## config.mk

```make
export PLATFORM = sky130hd
export DESIGN_NAME = dcm_phase_gen
export DESIGN_NICKNAME = d
export VERILOG_FILES = /design/src/rtl/dcm_phase_gen_pkg.sv /design/src/rtl/dcm_phase_gen_ch.sv /design/src/rtl/dcm_phase_gen.sv
export SDC_FILE = /design/constraint.sdc
export NUM_CORES = 1
export LEC_CHECK = 0
export ABC_CLOCK_PERIOD_IN_PS = 5300
export CAP_MARGIN = 40
export CORE_UTILIZATION = 44
export DETAILED_ROUTE_END_ITERATION = 8
export HOLD_SLACK_MARGIN = 0.1
export PLACE_DENSITY = 0.72
export SETUP_SLACK_MARGIN = 0.2
export SLEW_MARGIN = 10
export SYNTH_ARGS = -nofsm -noshare
export SYNTH_HDL_FRONTEND = slang
export SYNTH_SLANG_ARGS = --single-unit
```

## constraint.sdc

```tcl
create_clock -name clk2x -period 5.3 [get_ports clk2x]
set_input_delay 1.325 -clock clk2x [delete_from_list [all_inputs] [get_ports clk2x]]
set_output_delay 1.325 -clock clk2x [all_outputs]
set_load 0.01 [all_outputs]
```

## src/rtl/dcm_phase_gen_pkg.sv

```systemverilog
// Shared FSM type, status bit positions and parameter-slicing helpers
// for the DCM phase generator.
package dcm_pkg;

    typedef enum logic {StWait, StRun} dcm_state_e;

    localparam int unsigned ST_REF_LOST = 0;
    localparam int unsigned ST_PS_REJ   = 1;
    localparam int unsigned ST_PS_SAT   = 2;
    localparam int unsigned ST_LOCKED   = 3;

    // Extract field i of width w from a packed parameter vector.
    function automatic int unsigned field_of(input logic [255:0] vec, input int unsigned i,
                                             input int unsigned w);
        return 32'((vec >> (i * w)) & ((256'(1) << w) - 256'(1)));
    endfunction

    function automatic int unsigned div_of(input logic [255:0] vec, input int unsigned i,
                                           input int unsigned div_w);
        return field_of(vec, i, div_w);
    endfunction

    function automatic int unsigned phase_of(input logic [255:0] vec, input int unsigned i,
                                             input int unsigned div_w);
        return field_of(vec, i, div_w + 1);
    endfunction

endpackage

```

## src/rtl/dcm_phase_gen_ch.sv

```systemverilog
// One divided clock channel: phase counter, phase register and shift apply.
// With DCM_PHASE_GEN_PS_SAT_EN defined, shifts saturate instead of wrapping.
module dcm_phase_ch #(
    parameter int unsigned CW      = 5,
    parameter int unsigned DIV     = 1,
    parameter int unsigned PH_INIT = 0
) (
    input  logic clk2x,
    input  logic resetb,
    input  logic go_run,
    input  logic stay_run,
    input  logic apply,
    input  logic inc,
    output logic clk_out,
    output logic sat
);

    localparam logic [CW-1:0] DivC   = CW'(DIV);
    localparam logic [CW-1:0] Period = CW'(2 * DIV);
    localparam logic [CW-1:0] Last   = CW'(2 * DIV - 1);

    logic [CW-1:0] cnt_q, cnt_d, ph_q, ph_d;
    logic          clk_q, clk_d, do_shift;

    function automatic logic [CW-1:0] step(input logic [CW-1:0] v);
        return (v == Last) ? '0 : v + CW'(1);
    endfunction

`ifdef DCM_PHASE_GEN_PS_SAT_EN
    assign sat = apply && (inc ? (ph_q == Last) : (ph_q == '0));
`else
    assign sat = 1'b0;
`endif
    assign do_shift = apply & ~sat;

    always_comb begin
        cnt_d = cnt_q;
        ph_d  = ph_q;
        if (go_run) begin
            // Start so that a zero-phase channel is high in the first locked cycle.
            cnt_d = (ph_q == '0) ? '0 : Period - ph_q;
        end else if (stay_run) begin
            cnt_d = step(cnt_q);
            if (do_shift) begin
                cnt_d = inc ? cnt_q : step(step(cnt_q));
                ph_d  = inc ? step(ph_q) : ((ph_q == '0) ? Last : ph_q - CW'(1));
            end
        end
        clk_d = (go_run | stay_run) && (cnt_d < DivC);
    end

    always_ff @(posedge clk2x or negedge resetb) begin
        if (!resetb) begin
            cnt_q <= '0;
            ph_q  <= CW'(PH_INIT);
            clk_q <= 1'b0;
        end else begin
            cnt_q <= cnt_d;
            ph_q  <= ph_d;
            clk_q <= clk_d;
        end
    end

    assign clk_out = clk_q;

endmodule

```

## src/rtl/dcm_phase_gen.sv

```systemverilog
// Multi-channel clock phase generator with lock qualification and phase-shift handshake.
// Define DCM_PHASE_GEN_PS_SAT_EN for saturating phase shifts (status[2] reports hits).
module dcm_phase_gen
    import dcm_pkg::*;
#(
    parameter int unsigned                 NUM_CH   = 4,
    parameter int unsigned                 DIV_W    = 4,
    parameter logic [NUM_CH*DIV_W-1:0]     CH_DIV   = {4'd4, 4'd2, 4'd2, 4'd1},
    parameter logic [NUM_CH*(DIV_W+1)-1:0] CH_PHASE = {5'd0, 5'd1, 5'd0, 5'd0},
    parameter int unsigned                 LOCK_DLY = 8,
    parameter int unsigned                 SEL_W    = 2
) (
    input  logic              clk2x,
    input  logic              resetb,
    input  logic              ref_locked,
    input  logic              ps_en,
    input  logic              ps_incdec,
    input  logic [SEL_W-1:0]  ps_sel,
    output logic [NUM_CH-1:0] clk_out,
    output logic              locked,
    output logic              ps_done,
    output logic [7:0]        status
);

    localparam int unsigned CW = DIV_W + 1;

    if (NUM_CH < 1 || NUM_CH > 16) begin : g_bad_num_ch
        $error("NUM_CH must be in 1..16");
    end
    if (LOCK_DLY < 1 || LOCK_DLY > 255) begin : g_bad_lock_dly
        $error("LOCK_DLY must be in 1..255");
    end
    if ((1 << SEL_W) < NUM_CH) begin : g_bad_sel_w
        $error("SEL_W too narrow for NUM_CH");
    end

    dcm_state_e        state_q, state_d;
    logic [7:0]        lock_cnt_q, lock_cnt_d;
    logic              go_run, stay_run;
    logic              ps_s1_q, ps_s2_q, ps_acc_q, ps_inc_q;
    logic [SEL_W-1:0]  ps_sel_q;
    logic              ps_busy, ps_start, ps_ok, ps_apply;
    logic              lost_q, rej_q, sat_q;
    logic [NUM_CH-1:0] ch_sat;

    assign go_run   = (state_q == StWait) && ref_locked && (lock_cnt_q == 8'(LOCK_DLY - 1));
    assign stay_run = (state_q == StRun) && ref_locked;

    always_ff @(posedge clk2x or negedge resetb) begin
        if (!resetb) begin
            state_q    <= StWait;
            lock_cnt_q <= 8'd0;
        end else begin
            state_q    <= state_d;
            lock_cnt_q <= lock_cnt_d;
        end
    end

    always_comb begin
        state_d    = state_q;
        lock_cnt_d = lock_cnt_q;
        case (state_q)
            StWait: begin
                lock_cnt_d = ref_locked ? lock_cnt_q + 8'd1 : 8'd0;
                if (go_run) begin
                    state_d    = StRun;
                    lock_cnt_d = 8'd0;
                end
            end
            StRun:   if (!ref_locked) state_d = StWait;
            default: state_d = StWait;
        endcase
    end

    always_comb begin
        locked = (state_q == StRun);
    end

    // Shift pipeline: s1 is the apply cycle, s2 the ps_done cycle; both block new requests.
    assign ps_busy  = ps_s1_q | ps_s2_q;
    assign ps_start = ps_en & ~ps_busy;
    assign ps_ok    = (state_q == StRun) && (32'(ps_sel) < NUM_CH);
    assign ps_apply = ps_s1_q & ps_acc_q & stay_run;

    always_ff @(posedge clk2x or negedge resetb) begin
        if (!resetb) begin
            ps_s1_q  <= 1'b0;
            ps_s2_q  <= 1'b0;
            ps_acc_q <= 1'b0;
            ps_inc_q <= 1'b0;
            ps_sel_q <= '0;
            lost_q   <= 1'b0;
            rej_q    <= 1'b0;
            sat_q    <= 1'b0;
        end else begin
            ps_s1_q <= ps_start;
            ps_s2_q <= ps_s1_q;
            if (ps_start) begin
                ps_acc_q <= ps_ok;
                ps_inc_q <= ps_incdec;
                ps_sel_q <= ps_sel;
            end
            if ((state_q == StRun) && !ref_locked) lost_q <= 1'b1;
            if (ps_en && (ps_busy || !ps_ok))       rej_q  <= 1'b1;
            if (|ch_sat)                            sat_q  <= 1'b1;
        end
    end

    assign ps_done = ps_s2_q;

    always_comb begin
        status              = 8'd0;
        status[ST_REF_LOST] = lost_q;
        status[ST_PS_REJ]   = rej_q;
        status[ST_PS_SAT]   = sat_q;
        status[ST_LOCKED]   = locked;
    end

    for (genvar i = 0; i < NUM_CH; i++) begin : g_ch
        localparam int unsigned D = div_of(256'(CH_DIV), i, DIV_W);
        localparam int unsigned P = phase_of(256'(CH_PHASE), i, DIV_W);

        if (D == 0) begin : g_bad_div
            $error("CH_DIV entry must be non-zero");
        end
        if (P >= 2 * D) begin : g_bad_phase
            $error("CH_PHASE entry must be below twice the divide value");
        end

        dcm_phase_ch #(
            .CW     (CW),
            .DIV    (D),
            .PH_INIT(P)
        ) u_ch (
            .clk2x   (clk2x),
            .resetb  (resetb),
            .go_run  (go_run),
            .stay_run(stay_run),
            .apply   (ps_apply && (ps_sel_q == SEL_W'(i))),
            .inc     (ps_inc_q),
            .clk_out (clk_out[i]),
            .sat     (ch_sat[i])
        );
    end

endmodule
```

Word-level counts from Yosys, hierarchy flattened
Cells that the tools add are included.

word-level totals
  register bits = 61

cells by class
  add/subtract/negate cells = 21
  order comparisons = 4
  equality and inequality tests = 16
  muxes and demuxes = 45
  bitwise operators = 8
  reduce and logical (&&, ||, !) cells = 25

operators by type and width
  cell                                                                    count
  5-bit 2-to-1 mux                                                        40
  5-bit by 1-bit adder with 5-bit output (second input constant)          12
  5-bit by 2-bit equality test with 1-bit output (second input constant)  6
  5-bit logical NOT                                                       4
  5-bit by 1-bit subtractor with 5-bit output (second input constant)     4
  8-bit 2-to-1 mux                                                        2
  5-bit by 1-bit equality test with 1-bit output (second input constant)  3
  5-bit by 3-bit equality test with 1-bit output (second input constant)  3
  1-bit logical AND                                                       13
  3-bit AND reduction                                                     4
  5-bit by 2-bit < comparator with 1-bit output (second input constant)   2
  3-bit by 5-bit subtractor with 5-bit output (first input constant)      2
  8-bit by 1-bit adder with 8-bit output (second input constant)          1
  8-bit by 3-bit equality test with 1-bit output (second input constant)  1
  5-bit by 1-bit < comparator with 1-bit output (second input constant)   1
  5-bit by 3-bit < comparator with 1-bit output (second input constant)   1
  2-bit by 5-bit subtractor with 5-bit output (first input constant)      1
  4-bit by 5-bit subtractor with 5-bit output (first input constant)      1
  2-bit equality test (second input constant)                             2
  1-bit bitwise AND                                                       3
  1-bit inverter                                                          3
  2-bit by 1-bit equality test with 1-bit output (second input constant)  1
  1-bit logical NOT                                                       2
  2-bit logical NOT                                                       1
  4 further kinds                                                         6

Depth between registers and ports, before layout
Gate-level depths: netlist of the first run.

  depth after elaboration = 10
  mapped depth = 11
  depth with buffers taken out = 11

Modules after synthesis
From an unflattened synthesis of the first run, not the netlist that was laid out.

unflattened totals
  cells, all modules = 606
  area, all modules = 5078.6 µm²

by module, submodules not included
  module                       instances  cells an instance  area an instance (µm²)  seq. area each (µm²)
  dcm_phase_ch (g_ch[0].u_ch)  1          149                1196.1                  275.3
  dcm_phase_ch (g_ch[2].u_ch)  1          125                1013.5                  276.5
  dcm_phase_ch (g_ch[1].u_ch)  1          125                1012.2                  275.3
  dcm_phase_ch (g_ch[3].u_ch)  1          121                942.2                   275.3
  dcm_phase_gen                1          86                 914.6                   450.4

Least setup slack after synthesis of the first run
OpenSTA, ideal clock, no wires.

  kind = input to register
  start point = in ref_locked
  end point = reg g_ch[2].u_ch.clk_q
  data arrival time = 2.826 ns
  setup slack = 2.393 ns
  stages = 7
  buffers on the path = 2
  path through = buf_2 -> and4_1 -> buf_4 -> nand3b_4 -> o311a_1 -> or4_1 -> nor3_2

on the way
  word-level cells in the longest chain between the ends = 8
  elaborated cells between the ends (all ways) = 11

ends and longest elaborated chain
  what                                           line                    source
  from (decl)                                    dcm_phase_gen.sv:15     input logic ref_locked,
  1-bit logical AND                              dcm_phase_gen.sv:47     assign stay_run = (state_q == StRun) && ref_locked;
  1-bit bitwise AND                              dcm_phase_gen.sv:83     assign ps_apply = ps_s1_q & ps_acc_q & stay_run;
  1-bit logical AND                              dcm_phase_gen.sv:139    .apply (ps_apply && (ps_sel_q == SEL_W'(i))),
  5-bit 2-to-1 mux                               dcm_phase_gen_ch.sv:44  if (do_shift) begin
  5-bit 2-to-1 mux                               dcm_phase_gen_ch.sv:42  end else if (stay_run) begin
  5-bit 2-to-1 mux                               dcm_phase_gen_ch.sv:39  if (go_run) begin
  5-bit by 2-bit < comparator with 1-bit output  dcm_phase_gen_ch.sv:49  clk_d = (go_run | stay_run) && (cnt_d < DivC);
  1-bit logical AND (*)                          dcm_phase_gen_ch.sv:49
  via g_ch[2].u_ch.clk_d                         dcm_phase_gen_ch.sv:23  logic clk_q, clk_d, do_shift;
  to (signal assigned)                           dcm_phase_gen_ch.sv:60  clk_q <= clk_d;
  to (decl)                                      dcm_phase_gen_ch.sv:23

Mark *: on every way through the listed nets, which the timed path passes. The rest lies on a longest branch.
A chain may end at the register's enable or synchronous reset.

Worst setup path in the final report of the first run
Same ends and word-level chain as after synthesis.

==> flow_summary.rst, run 1 <==
.. list-table::
   :header-rows: 1

   * - Metric
     - Value
   * - Clock tree from TritonCTS
     - yes
   * - Placeable core region
     - ~0.010 mm^2
   * - Std cell rows
     - 37
   * - Number of warnings printed during yosys synthesis
     - 0
   * - Flip-flop and latch count after synthesis
     - 61
   * - Latest clock arrival within the worst-skew pair
     - 0.35 ns
   * - Post-placement cell area
     - 0.00491 mm^2
   * - Total CTS buffers
     - 9
   * - Number of synthesized flops with an enable pin
     - 0
   * - Synthesis-to-finish area growth
     - 5.92%
   * - Total clock sinks
     - 61
   * - Max-slew violation count
     - 0
   * - Launch instance of the worst min-delay path
     - ps_s1_q
   * - RR Startpoint
     - locked
   * - Max transition margin
     - 43.1%
   * - Data arrival time of the critical path
     - 4.04 ns
   * - Endpoint of the lowest-slack register-to-register path
     - g_ch[2].u_ch.clk_out
   * - Cells after synthesis
     - 578
   * - Cell Pwr Density
     - approximately 250 mW/mm^2
   * - Setup repair after global routing missed its margin
     - false
   * - Maximum cell stage delay along the critical path
     - 0.75 ns
   * - Via Count
     - about 4300
   * - Overall fraction of global-route tracks in use
     - 21.9%
   * - Post-synth design cell area
     - 0.00482 mm^2
   * - Min Tclk post-route
     - 3.77 ns
   * - Total Nets Final
     - just under 600
   * - Fraction of the yosys area taken by sequential cells
     - 31.7%
   * - Vias per inst
     - 6.16
   * - Count of antenna-violating nets left after detailed routing
     - 0
   * - Via count of the first global-routing pass
     - 4236
   * - Post-synthesis average cell area
     - roughly 8.3 um^2
   * - Buffer depth of the longest clock path
     - 2
   * - FF-to-FF setup slack
     - 2.19 ns
   * - I/O pin count
     - 21
   * - Number of antenna violations at the first check in global routing
     - 0
   * - Congestion Overflow GR
     - 0
   * - Cell leakage power
     - between 2 and 2.5 nW
   * - Critical path's slowest cell
     - sky130_fd_sc_hd__nor3b_2
   * - Synth cell types
     - 76
   * - # Max-Cap Violations
     - 0
   * - Routed wire length per instance
     - 16.6 um
   * - Slew at the pin with the worst max-slew slack
     - 0.853 ns
   * - Share of cells above drive strength 1
     - 6.73%
   * - Area of the die
     - ~0.011 mm^2
   * - Synth Flop Type
     - sky130_fd_sc_hd__dfrtp_1
   * - Crit Path Max Fanout
     - 14
   * - DRC errors left
     - 0
   * - Total Neg Setup Slack
     - 0 ns
   * - Cells on Worst Hold Path
     - 0
   * - Async S/R FF share, synth
     - between 90% and 100%
   * - Startpoint Class
     - input port
   * - VDD IR max
     - 0.000175 V
   * - Maximum number of pins on one net before global-route repair
     - 52
   * - Overall die width
     - 107 um
   * - Number of hold violations in the final report
     - 0
   * - Clock root buffer
     - sky130_fd_sc_hd__clkbuf_8
   * - Data required time of the critical path
     - 5.57 ns
   * - Iteration count of the initial detailed-routing pass
     - 5
   * - Die span in y
     - 107 um
   * - N_diodes
     - 0
   * - Number of cell instances on the worst register-to-register path
     - 6
   * - Clock H-tree levels
     - 3
   * - Wire length of the first global-routing pass
     - about 20000 um
   * - RD Place Congestion
     - approximately 0.9
   * - Min-delay worst type
     - register to register
   * - Final setup fails
     - 0
   * - Total routed wirelength
     - approximately 12000 um
   * - Hold buffer count at cts
     - 0
   * - Highest Clock Rate
     - 265 MHz
   * - Run status
     - finished, final reports clean
   * - PostCTS Resize Cnt
     - 0
   * - Setup skew after layout
     - just under 0.01 ns
   * - Clock transition at the registers of the reported paths
     - 0.07 ns
   * - Element type at the critical path end
     - register
   * - Final critical-path share of the clock period
     - 71.1%
   * - HPWL after DPL
     - 8000 um
   * - Destination of the worst hold path
     - ps_done
   * - Effective utilization at floorplan
     - 46.1%
   * - Post-CTS setup repair buffer count
     - 0
   * - Total of buffers placed on input and output ports
     - 15
   * - Path type of the worst setup path
     - input port to register
   * - Fin area
     - 0.00511 mm^2
   * - Drt initial violations
     - 293
   * - Cell-by-cell trace of the critical path
     - clkdlybuf4s50_1, nand4_2, nor3b_2, a31oi_1, o311a_1, or4_1, nor3_2
   * - Number of filler cells placed in the layout
     - ~1000
## worst max path at each step
stage | startpoint | endpoint | slack (ns) | cells after the start
4_1_cts | ref_locked | g_ch[2].u_ch.clk_out | 1.56 | 7
2_1_floorplan | ref_locked | g_ch[2].u_ch.clk_out | 2.39 | 7
5_1_grt | ref_locked | g_ch[2].u_ch.clk_out | 1.30 | 7
3_5_place_dp | ref_locked | g_ch[2].u_ch.clk_out | 1.21 | 7
3_3_place_gp | ref_locked | g_ch[2].u_ch.clk_out | 1.28 | 7
6_report | ref_locked | g_ch[2].u_ch.clk_out | 1.53 | 7
## worst max-delay path: cells and delay by family
family | cells | cell delay [ns]
buffers and inverters | 1 | 0.69
and+or+nand+nor | 4 | 1.69
AOI/OAI and AO/OA | 2 | 0.32
## flip-flops by register name, indices dropped and copies added (netlist names)
name and cells:
g_ch.u_ch.ph_q 20, ps_inc_q 1, lock_cnt_q 8, g_ch.u_ch.clk_out 4, lost_q 1, g_ch.u_ch.cnt_q 20
ps_done 1, ps_s1_q 1, ps_acc_q 1, ps_sel_q 2, locked 1, rej_q 1
## final cells by class
class                   count  area (um^2)  share of cell area, %
multi-input cells         450         2970                   58.2
flip-flops and latches     61         1530                   29.9
clock buffers              13          179                   3.50
well taps                 136          170                   3.33
repair buffers             18          168                   3.28
inverters                  20         75.1                   1.47
clock inverters             3         17.5                  0.343
## placed cells by master (no fill, tap or decap), types with 7 or more instances in the layout
master                            synthesis  final
sky130_fd_sc_hd__xnor2_1                 11     11
sky130_fd_sc_hd__a31oi_1                  8      8
sky130_fd_sc_hd__xor2_1                  10     10
sky130_fd_sc_hd__ha_1                    20     20
sky130_fd_sc_hd__nand4_1                  8      8
sky130_fd_sc_hd__and3_1                   8      8
sky130_fd_sc_hd__mux2i_1                 10     10
sky130_fd_sc_hd__nand2_1                 50     50
sky130_fd_sc_hd__o21ai_0                 40     40
sky130_fd_sc_hd__a211o_1                  7      7
sky130_fd_sc_hd__or3_1                    7      7
sky130_fd_sc_hd__o211ai_1                 8      8
sky130_fd_sc_hd__clkbuf_8                 0     13
sky130_fd_sc_hd__o31ai_1                  7      7
sky130_fd_sc_hd__a21o_1                  10     10
sky130_fd_sc_hd__nand3_1                 29     29
sky130_fd_sc_hd__clkdlybuf4s50_1          0     14
sky130_fd_sc_hd__nor2_1                  36     36
sky130_fd_sc_hd__dfrtp_1                 60     60
sky130_fd_sc_hd__nor2b_1                 10     10
sky130_fd_sc_hd__nor3_1                  30     30
sky130_fd_sc_hd__nand2b_1                12     12
sky130_fd_sc_hd__inv_1                   20     20
sky130_fd_sc_hd__a21oi_1                 28     28
## cell families (layout without fill, tap and decap cells)
kind of cell | after synthesis | count (layout) | share of synthesized area (%)
adders and majority gates | 20 | 20 | 5.19
AOI/OAI and AO/OA | 157 | 157 | 22.4
DFF | 61 | 61 | 31.7
xor gates and xnor gates | 21 | 21 | 3.81
buffers and inverters | 71 | 54 | 7.03
and+or+nand+nor | 233 | 233 | 26.8
other | 1 | 5 | 0.0778
muxes | 14 | 14 | 3.01
## power by group
group	switching, mW	internal [mW]	total [mW]	leakage [nW]
clock network	0.190	0.219	0.409	0.101
logic	0.176	0.127	0.303	1.25
registers	0.0595	0.495	0.554	0.787
total	0.425	0.841	1.27	2.14
## stage by stage
stage	setup slack, ns	cells	hold WS [ns]	util, %	total power [mW]
4_1_cts	1.56	701	0.446	48.8	1.27
5_1_grt	1.30	701	0.451	48.8	1.34
3_3_place_gp	1.28	685	0.440	46.9	0.846
6_report	1.53	701	0.447	48.8	1.27
2_1_floorplan	2.39	582	0.405	-	0.784
3_5_place_dp	1.21	685	0.431	46.9	0.862
## cells in the mapped netlist (5+ instances only)
cell / count / area [um^2]
sky130_fd_sc_hd__ha_1: 20 / 250
sky130_fd_sc_hd__nand2_1: 50 / 188
sky130_fd_sc_hd__mux2i_1: 10 / 100
sky130_fd_sc_hd__buf_4: 13 / 97.6
sky130_fd_sc_hd__dfrtp_1: 60 / 1500
sky130_fd_sc_hd__xnor2_1: 11 / 96.3
sky130_fd_sc_hd__nand3_1: 29 / 145
sky130_fd_sc_hd__a211o_1: 7 / 61.3
sky130_fd_sc_hd__buf_2: 7 / 35.0
sky130_fd_sc_hd__clkbuf_1: 28 / 105
sky130_fd_sc_hd__nor2_1: 36 / 135
sky130_fd_sc_hd__and3_1: 8 / 50.1
sky130_fd_sc_hd__nand4_1: 8 / 50.1
sky130_fd_sc_hd__a21oi_1: 28 / 140
sky130_fd_sc_hd__nor2b_1: 10 / 62.6
sky130_fd_sc_hd__and2_1: 5 / 31.3
sky130_fd_sc_hd__nand2b_1: 12 / 75.1
sky130_fd_sc_hd__or3_1: 7 / 43.8
sky130_fd_sc_hd__o31ai_1: 7 / 52.6
sky130_fd_sc_hd__a21o_1: 10 / 75.1
sky130_fd_sc_hd__o211ai_1: 8 / 60.1
sky130_fd_sc_hd__nor3_1: 30 / 150
sky130_fd_sc_hd__inv_1: 20 / 75.1
sky130_fd_sc_hd__o21ai_0: 40 / 200
sky130_fd_sc_hd__xor2_1: 10 / 87.6
sky130_fd_sc_hd__a31oi_1: 8 / 50.1
sky130_fd_sc_hd__a221o_1: 5 / 50.1
## per-layer routing
metal	GRT usage, %	wire (um)	vias up	share of wire (%)
li1	-	-	2085	-
met1	27.5	5170	2081	44
met2	35.7	5570	127	48
met3	4.74	617	28	5.3
met4	10.2	289	0	2.5
met5	0	0	-	0
Power figures use the tool's default switching activity.
==> inputs of run 2 (changes only) <==
--- a/config.mk
+++ b/config.mk
@@ -5,7 +5,7 @@
 export SDC_FILE = /design/constraint.sdc
 export NUM_CORES = 1
 export LEC_CHECK = 0
-export ABC_CLOCK_PERIOD_IN_PS = 5300
+export ABC_CLOCK_PERIOD_IN_PS = 3900
 export CAP_MARGIN = 40
 export CORE_UTILIZATION = 44
 export DETAILED_ROUTE_END_ITERATION = 8
==> constraint.sdc (replaced) <==
create_clock -name clk2x -period 3.9 [get_ports clk2x]
set_input_delay 0.975 -clock clk2x [delete_from_list [all_inputs] [get_ports clk2x]]
set_output_delay 0.975 -clock clk2x [all_outputs]
set_load 0.01 [all_outputs]
==> run 2 against run 1 <==
  * Global-route usage fell by 0.58 points
  * Clock-buffer cell count down 3
  * Combinational power increased by 33%
  * Largest cell class unchanged
  * Hold slack better by 0.020 ns
  * Critical path depth is the same
  * Non-clock buffer count is 10 higher
  * Register-to-register slack worse by 1.1 ns
  * Cell count up 1.4%
  * Via count up 1.3%
  * Worst setup slack got worse by 0.54 ns
  * Wire length increased by 0.40%
  * Highest routed layer unchanged
==> flow_summary.rst, run 2 (synthesized netlist as in run 1, its figures left out) <==
.. list-table::
   :header-rows: 1

   * - Metric
     - Value
   * - Setup repair after global routing missed its margin
     - false (unchanged)
   * - Total of buffers placed on input and output ports
     - 15 (unchanged)
   * - Post-CTS setup repair buffer count
     - 0 (unchanged)
   * - Run status
     - finished, final reports clean (unchanged)
   * - Maximum number of pins on one net before global-route repair
     - 37 (was 52)
   * - Clock transition at the registers of the reported paths
     - 0.07 ns (about the same)
   * - Count of non-filler cells in the finished layout
     - 711 (was 701)
   * - Die span in y
     - 107 um (unchanged)
   * - Min Tclk post-route
     - approximately 2.9 ns
   * - Total CTS buffers
     - 9 (unchanged)
   * - Count of antenna-violating nets left after detailed routing
     - 0 (unchanged)
   * - Highest Clock Rate
     - 344 MHz
   * - Via Count
     - 4379 (was 4321)
   * - Total Nets Final
     - 597 (was 587)
   * - Total clock sinks
     - 61 (unchanged)
   * - DRC errors left
     - 0 (unchanged)
   * - Endpoint of the lowest-slack register-to-register path
     - g_ch[1].u_ch.clk_out (was g_ch[2].u_ch.clk_out)
   * - Number of antenna violations at the first check in global routing
     - 0 (unchanged)
   * - RR Startpoint
     - g_ch[1].u_ch.cnt_q[0] (was locked)
   * - Cell Pwr Density
     - 326 mW/mm^2 (was 248 mW/mm^2)
   * - N_diodes
     - 0 (unchanged)
   * - Placed instance count
     - 695 (was 685)
   * - Cell-by-cell trace of the critical path
     - clkdlybuf4s50_1, and4_1, nand4b_1, o32ai_1, a31oi_1, xnor2_1, a2111oi_2 (was clkdlybuf4s50_1, nand4_2, nor3b_2, a31oi_1, o311a_1, or4_1, nor3_2)
   * - Path type of the worst setup path
     - input port to register (unchanged)
   * - Iteration count of the initial detailed-routing pass
     - 5 (unchanged)
   * - Final critical-path share of the clock period
     - between 70 and 80%
   * - Clock H-tree levels
     - 3 (unchanged)
   * - Number of hold violations in the final report
     - 0 (unchanged)
   * - Register Area
     - 0.00153 mm^2 (unchanged)
   * - Congestion Overflow GR
     - 0 (unchanged)
   * - Min-delay worst type
     - register to register (unchanged)
   * - Share of cells above drive strength 1
     - 8.35% (was 6.73%)
   * - Cell leakage power
     - 2.19 nW (was 2.14 nW)
   * - Maximum cell stage delay along the critical path
     - 0.54 ns (was 0.75 ns)
   * - Largest registers
     - g_ch.u_ch.cnt_q: 20 flops, g_ch.u_ch.ph_q: 20 flops, lock_cnt_q: 8 flops (unchanged)
   * - Vias per inst
     - 6.16 (about the same)
   * - Crit. Startpoint
     - ref_locked (unchanged)
   * - Drt initial violations
     - 259 (was 293)
   * - Std cell rows
     - 37 (unchanged)
   * - HPWL after DPL
     - 8200 um (was 8000 um)
   * - Effective utilization at floorplan
     - 46.1% (unchanged)
   * - Wire length of the first global-routing pass
     - 19400 um (was 20100 um)
   * - VDD IR max
     - 0.000162 V (was 0.000175 V)
   * - Crit Path Max Fanout
     - 10 (was 14)
   * - Latest clock arrival within the worst-skew pair
     - 0.36 ns (was 0.35 ns)
   * - Synthesis-to-finish area growth
     - 7.47% (was 5.92%)
   * - Overall die width
     - 107 um (unchanged)
   * - Startpoint Class
     - input port (unchanged)
   * - Buffer depth of the longest clock path
     - 2 (unchanged)
   * - Clock root buffer
     - sky130_fd_sc_hd__clkbuf_8 (unchanged)
   * - Data required time of the critical path
     - 4.15 ns (was 5.57 ns)
   * - Most common cell after layout, fill and taps aside
     - sky130_fd_sc_hd__dfrtp_1 (unchanged)
   * - RD Place Congestion
     - 0.862 (was 0.925)
   * - Final setup fails
     - 0 (unchanged)
   * - Data arrival time of the critical path
     - 3.16 ns (was 4.04 ns)
   * - Area of the die
     - 0.0114 mm^2 (unchanged)
   * - PostCTS Resize Cnt
     - 0 (unchanged)
   * - Placeable core region
     - 0.0105 mm^2 (unchanged)
   * - # Max-Cap Violations
     - 0 (unchanged)
   * - Overall fraction of global-route tracks in use
     - 21.3% (was 21.9%)
   * - Combined area of the multi-input logic cells
     - 0.00297 mm^2 (unchanged)
   * - Element type at the critical path end
     - register (unchanged)
   * - Most frequent cells in the layout
     - sky130_fd_sc_hd__dfrtp_1, sky130_fd_sc_hd__nand2_1, sky130_fd_sc_hd__o21ai_0, sky130_fd_sc_hd__nor2_1, sky130_fd_sc_hd__nor3_1 (unchanged)
   * - Worst hold-check slack
     - 0.467 ns (was 0.447 ns)
   * - Number of cell instances on the worst register-to-register path
     - 10 (was 6)
   * - I/O pin count
     - 21 (unchanged)
   * - Number of filler cells placed in the layout
     - 1000 (was 1002)
   * - Max-slew violation count
     - 0 (unchanged)
   * - Total routed wirelength
     - 11700 um (about the same)
   * - Setup skew after layout
     - 0.0110 ns (was 0.00991 ns)
   * - Routed wire length per instance
     - 16.5 um (was 16.6 um)
   * - End point of the critical path
     - g_ch[1].u_ch.clk_out (was g_ch[2].u_ch.clk_out)
   * - FF-to-FF setup slack
     - 1.13 ns (was 2.19 ns)
   * - Clock tree from TritonCTS
     - yes (unchanged)
   * - Slew at the pin with the worst max-slew slack
     - 0.660 ns (was 0.853 ns)
   * - Via count of the first global-routing pass
     - 4065 (was 4236)
   * - Critical path's slowest cell
     - sky130_fd_sc_hd__clkdlybuf4s50_1 (was sky130_fd_sc_hd__nor3b_2)
   * - Max transition margin
     - 56.0% (was 43.1%)
   * - Total Neg Setup Slack
     - 0 ns (unchanged)
   * - Hold buffer count at cts
     - 0 (unchanged)
run 2: through the flow:
step                      worst slack (ns)  util, %  power [mW]  cell area, um^2
after floorplan                       1.34        -        1.07             4840
after global placement               0.695     47.6        1.15             4980
after detailed placement             0.621     47.8        1.17             5010
after CTS                             1.01     49.5        1.70             5180
after global routing                 0.880     49.5        1.78             5180
final                                0.991     49.5        1.69             5180
run 2: how the worst min path moves through the flow:
stage,from,endpoint,cells after the start
after detailed placement,ps_s1_q,ps_done,0
final,lost_q,lost_q,1
after global routing,ps_s1_q,ps_done,0
after global placement,rej_q,rej_q,1
after CTS,ps_s1_q,ps_done,0
after floorplan,ps_s1_q,ps_done,0
run 2: layout make-up:
cell class / instances / area share [%]
clock buffers: 10 / 2.66
clock inverters: 6 / 0.748
inverters: 20 / 1.45
multi-input cells: 450 / 57.3
flip-flops and latches: 61 / 29.5
well taps: 136 / 3.28
repair buffers: 28 / 5.07
run 2: power by group:
group	total [mW]	switching, mW	leakage, nW	internal, mW
clock	0.525	0.280	0.0880	0.245
combinational	0.403	0.227	1.31	0.176
sequential	0.762	0.0896	0.787	0.672
run 2: critical path: cells and delay by family:
family / cells / cell delay [ns]
AOI/OAI and AO/OA: 3 / 0.76
xor gates and xnor gates: 1 / 0.19
buffers and inverters: 1 / 0.54
and+or+nand+nor: 2 / 0.68
run 2: per-layer routing:
| layer | part of all wire [%] | vias to the layer above | GRT usage (%) | wire [um] |
|---|---|---|---|---|
| li1 | - | 2110 | - | - |
| met1 | 45 | 2133 | 27.2 | 5270 |
| met2 | 48 | 121 | 35.4 | 5650 |
| met3 | 5.2 | 15 | 4.62 | 606 |
| met4 | 1.5 | 0 | 7.44 | 176 |
| met5 | 0 | - | 0 | 0 |
==> inputs of run 3 (changes only) <==
--- a/config.mk
+++ b/config.mk
@@ -5,12 +5,12 @@
 export SDC_FILE = /design/constraint.sdc
 export NUM_CORES = 1
 export LEC_CHECK = 0
-export ABC_CLOCK_PERIOD_IN_PS = 3900
+export ABC_CLOCK_PERIOD_IN_PS = 2500
 export CAP_MARGIN = 40
 export CORE_UTILIZATION = 44
 export DETAILED_ROUTE_END_ITERATION = 8
 export HOLD_SLACK_MARGIN = 0.1
-export PLACE_DENSITY = 0.72
+export PLACE_DENSITY = 0.74
 export SETUP_SLACK_MARGIN = 0.2
 export SLEW_MARGIN = 10
 export SYNTH_ARGS = -nofsm -noshare
==> constraint.sdc (replaced) <==
create_clock -name clk2x -period 2.5 [get_ports clk2x]
set_input_delay 0.625 -clock clk2x [delete_from_list [all_inputs] [get_ports clk2x]]
set_output_delay 0.625 -clock clk2x [all_outputs]
set_load 0.01 [all_outputs]
==> run 3 against run 2 <==
  * Cell area up 14%
  * Wire length up 6.9%
  * Core utilization up 6.7 points
  * Global-route usage up 1.5 points
  * Clock power up 100%
  * Critical endpoint is now g_ch[2].u_ch.clk_out
  * First-iteration DRC count up 44%
  * Sequential cell count unchanged
  * Clock-buffer cell count up 3
  * Via count up 6.1%
  * Sequential share of layout area down 3.5 points
  * Non-clock buffer count up 62
==> flow_summary.rst, run 3 (synthesized netlist as in run 1, its figures left out) <==
.. list-table::
   :header-rows: 1

   * - Metric
     - Value
   * - Clock tree from TritonCTS
     - yes (unchanged)
   * - Effective utilization at floorplan
     - 46.1% (unchanged)
   * - Congestion Overflow GR
     - 0 (unchanged)
   * - RR Startpoint
     - g_ch[2].u_ch.cnt_q[0] (was g_ch[1].u_ch.cnt_q[0])
   * - Combined area of the multi-input logic cells
     - 0.00314 mm^2 (was 0.00297 mm^2)
   * - Number of antenna violations at the first check in global routing
     - 0 (unchanged)
   * - Highest Clock Rate
     - around 430 MHz
   * - Total Nets Final
     - 659 (was 597)
   * - Clock transition at the registers of the reported paths
     - 0.07 ns (about the same)
   * - Maximum number of pins on one net before global-route repair
     - 39 (was 37)
   * - Iteration count of the initial detailed-routing pass
     - 5 (unchanged)
   * - Element type at the critical path end
     - register (unchanged)
   * - Std cell rows
     - 37 (unchanged)
   * - Max-slew violation count
     - 0 (unchanged)
   * - Data required time of the critical path
     - 2.78 ns (was 4.15 ns)
   * - Overall die width
     - 107 um (unchanged)
   * - Crit. Startpoint
     - g_ch[2].u_ch.cnt_q[0] (was ref_locked)
   * - Cell Pwr Density
     - 526 mW/mm^2 (was 326 mW/mm^2)
   * - Launch instance of the worst min-delay path
     - lost_q (unchanged)
   * - Wire length of the first global-routing pass
     - 20800 um (was 19400 um)
   * - Core occupancy in the finished layout
     - 56.2% (was 49.5%)
   * - Drt initial violations
     - 374 (was 259)
   * - Die span in y
     - 107 um (unchanged)
   * - Latest clock arrival within the worst-skew pair
     - 0.36 ns (about the same)
   * - # Max-Cap Violations
     - 0 (unchanged)
   * - Slew at the pin with the worst max-slew slack
     - 0.520 ns (was 0.660 ns)
   * - HPWL after DPL
     - 8870 um (was 8200 um)
   * - Buffer depth of the longest clock path
     - 2 (unchanged)
   * - Synthesis-to-finish area growth
     - 22.0% (was 7.47%)
   * - Cell leakage power
     - 2.53 nW (was 2.19 nW)
   * - Setup skew after layout
     - 0.0129 ns (was 0.0110 ns)
   * - Total CTS buffers
     - 9 (unchanged)
   * - Pre-CTS setup slack
     - -0.283 ns (was 0.621 ns)
   * - Critical path's slowest cell
     - sky130_fd_sc_hd__or4_4 (was sky130_fd_sc_hd__clkdlybuf4s50_1)
   * - Number of hold violations in the final report
     - 0 (unchanged)
   * - Crit Path Max Fanout
     - 3 (was 10)
   * - Count of buffering cells on the critical path with inverters included
     - 1 (unchanged)
   * - PnR worst setup slack
     - 0.190 ns (was 0.991 ns)
   * - Vias per inst
     - 6.01 (was 6.16)
   * - Most common cell after layout, fill and taps aside
     - sky130_fd_sc_hd__buf_4 (was sky130_fd_sc_hd__dfrtp_1)
   * - Critical path depth
     - 11 (was 7)
   * - Number of cell instances on the worst register-to-register path
     - 11 (was 10)
   * - Total clock sinks
     - 61 (unchanged)
   * - RD Place Congestion
     - 0.865 (was 0.862)
   * - Min-delay worst type
     - register to register (unchanged)
   * - Fin area
     - 0.00588 mm^2 (was 0.00518 mm^2)
   * - DRC errors left
     - 0 (unchanged)
   * - Overall Power
     - 3.09 mW (was 1.69 mW)
   * - Register Area
     - 0.00153 mm^2 (unchanged)
   * - Clock H-tree levels
     - 3 (unchanged)
   * - Area of the die
     - 0.0114 mm^2 (unchanged)
   * - Share of cells above drive strength 1
     - 21.5% (was 8.35%)
   * - Run status
     - finished, final reports clean (unchanged)
   * - Overall fraction of global-route tracks in use
     - 22.8% (was 21.3%)
   * - Most frequent cells in the layout
     - sky130_fd_sc_hd__buf_4, sky130_fd_sc_hd__dfrtp_1, sky130_fd_sc_hd__nand2_1, sky130_fd_sc_hd__o21ai_0, sky130_fd_sc_hd__nor2_1 (was sky130_fd_sc_hd__dfrtp_1, sky130_fd_sc_hd__nand2_1, sky130_fd_sc_hd__o21ai_0, sky130_fd_sc_hd__nor2_1, sky130_fd_sc_hd__nor3_1)
   * - Post-placement cell area
     - 0.00540 mm^2 (was 0.00501 mm^2)
   * - Startpoint Class
     - register (was input port)
   * - Maximum cell stage delay along the critical path
     - 0.51 ns (was 0.54 ns)
   * - Number of filler cells placed in the layout
     - 950 (was 1000)
   * - Final setup fails
     - 0 (unchanged)
   * - VDD IR max
     - 0.000345 V (was 0.000162 V)
   * - Clock root buffer
     - sky130_fd_sc_hd__clkbuf_8 (unchanged)
   * - N_diodes
     - 0 (unchanged)
   * - Via Count
     - 4646 (was 4379)
   * - Count of antenna-violating nets left after detailed routing
     - 0 (unchanged)
   * - Min Tclk post-route
     - 2.31 ns
   * - Cells on Worst Hold Path
     - 1 (unchanged)
   * - Total of buffers placed on input and output ports
     - 15 (unchanged)
   * - Max transition margin
     - 64.9% (was 56.0%)
   * - Cell-by-cell trace of the critical path
     - ha_4, nand2b_4, nor3_4, nor2b_2, ha_2, inv_1, a41oi_1, a31oi_1, o311a_1, or4_4, nor3_2 (was clkdlybuf4s50_1, and4_1, nand4b_1, o32ai_1, a31oi_1, xnor2_1, a2111oi_2)
   * - Routed wire length per instance
     - 16.2 um (was 16.5 um)
   * - Data arrival time of the critical path
     - 2.59 ns (was 3.16 ns)
   * - Total Neg Setup Slack
     - 0 ns (unchanged)
   * - Final critical-path share of the clock period
     - 92.4%
   * - Total routed wirelength
     - 12500 um (was 11700 um)
   * - I/O pin count
     - 21 (unchanged)
   * - Largest registers
     - g_ch.u_ch.cnt_q: 20 flops, g_ch.u_ch.ph_q: 20 flops, lock_cnt_q: 8 flops (unchanged)
   * - Via count of the first global-routing pass
     - 4341 (was 4065)
   * - Path type of the worst setup path
     - register to register (was input port to register)
   * - Cell class contributing the biggest share of worst-path delay
     - simple AND/OR/NAND/NOR gates (was compound AO/OA/AOI/OAI gates)
   * - Placeable core region
     - 0.0105 mm^2 (unchanged)
   * - Setup repair after global routing missed its margin
     - true (was false)
-- run 3: cell types whose count changed in the layout (fill, tap and decap cells not counted), sizes merged --
cell,previous run,this run
dlygate4sd2,0,1
clkinvlp,2,0
buf,14,75
clkbuf,10,13
dlygate4sd3,0,1
clkdlybuf4s50,14,13
bufinv,0,2
clkinv,4,1
-- run 3: through the flow --
stage / hold WS [ns] / instances
6_report: 0.459 / 773
5_1_grt: 0.476 / 773
4_1_cts: 0.463 / 767
3_5_place_dp: 0.431 / 747
3_3_place_gp: 0.431 / 747
2_1_floorplan: 0.329 / 582
-- run 3: routing by layer --
layer | GRT usage, % | routed length (um) | vias to the layer above
met2 | 38.1 | 6190 | 146
met1 | 28.8 | 5500 | 2233
met5 | 0 | 0 | -
met4 | 8.22 | 295 | 0
li1 | - | - | 2233
met3 | 4.98 | 534 | 34
-- run 3: where the power goes --
| group | switching, mW | total (mW) | internal [mW] | leakage (nW) |
|---|---|---|---|---|
| Sequential | 0.0848 | 1.13 | 1.05 | 0.787 |
| Clock | 0.405 | 1.07 | 0.669 | 0.126 |
| Combinational | 0.470 | 0.885 | 0.415 | 1.62 |
-- run 3: area by class of cell --
type | count | share of cell area, %
clock buffers | 13 | 3.04
inverters | 20 | 1.28
well taps | 136 | 2.89
repair buffers | 90 | 12.4
clock inverters | 3 | 1.11
flip-flops and latches | 61 | 26.0
multi-input cells | 450 | 53.3
-- run 3: repair_timing --
action                     in CTS  in global routing
pin swaps                       2                 16
buffers inserted                3                  6
hold buffers                    1                  0
hold endpoints to repair        1                  0
gates cloned                    0                  0
resized for setup               9                 28
setup endpoints to repair      10                 10
-- run 3: worst register-to-register path: stages (launching register included) --
cell,delay (ns)
sky130_fd_sc_hd__dfrtp_1,0.42
sky130_fd_sc_hd__ha_4,0.19
sky130_fd_sc_hd__nand2b_4,0.08
sky130_fd_sc_hd__nor3_4,0.05
sky130_fd_sc_hd__nor2b_2,0.15
sky130_fd_sc_hd__ha_2,0.22
sky130_fd_sc_hd__inv_1,0.06
sky130_fd_sc_hd__a41oi_1,0.19
sky130_fd_sc_hd__a31oi_1,0.11
sky130_fd_sc_hd__o311a_1,0.14
sky130_fd_sc_hd__or4_4,0.51
sky130_fd_sc_hd__nor3_2,0.11
-- run 3: path summary, 6_finish.rpt --
| kind | endpoint | slack (ns) |
|---|---|---|
| setup / recovery | g_ch[2].u_ch.clk_out | 0.19 |
| hold / removal | lost_q | 0.46 |
| setup reg to reg | g_ch[2].u_ch.clk_out | 0.19 |
| hold reg to reg | lost_q | 0.46 |
| max in group asynchronous | g_ch[3].u_ch.cnt_q[1] | 1.40 |
| min in group asynchronous | g_ch[0].u_ch.ph_q[3] | 0.60 |
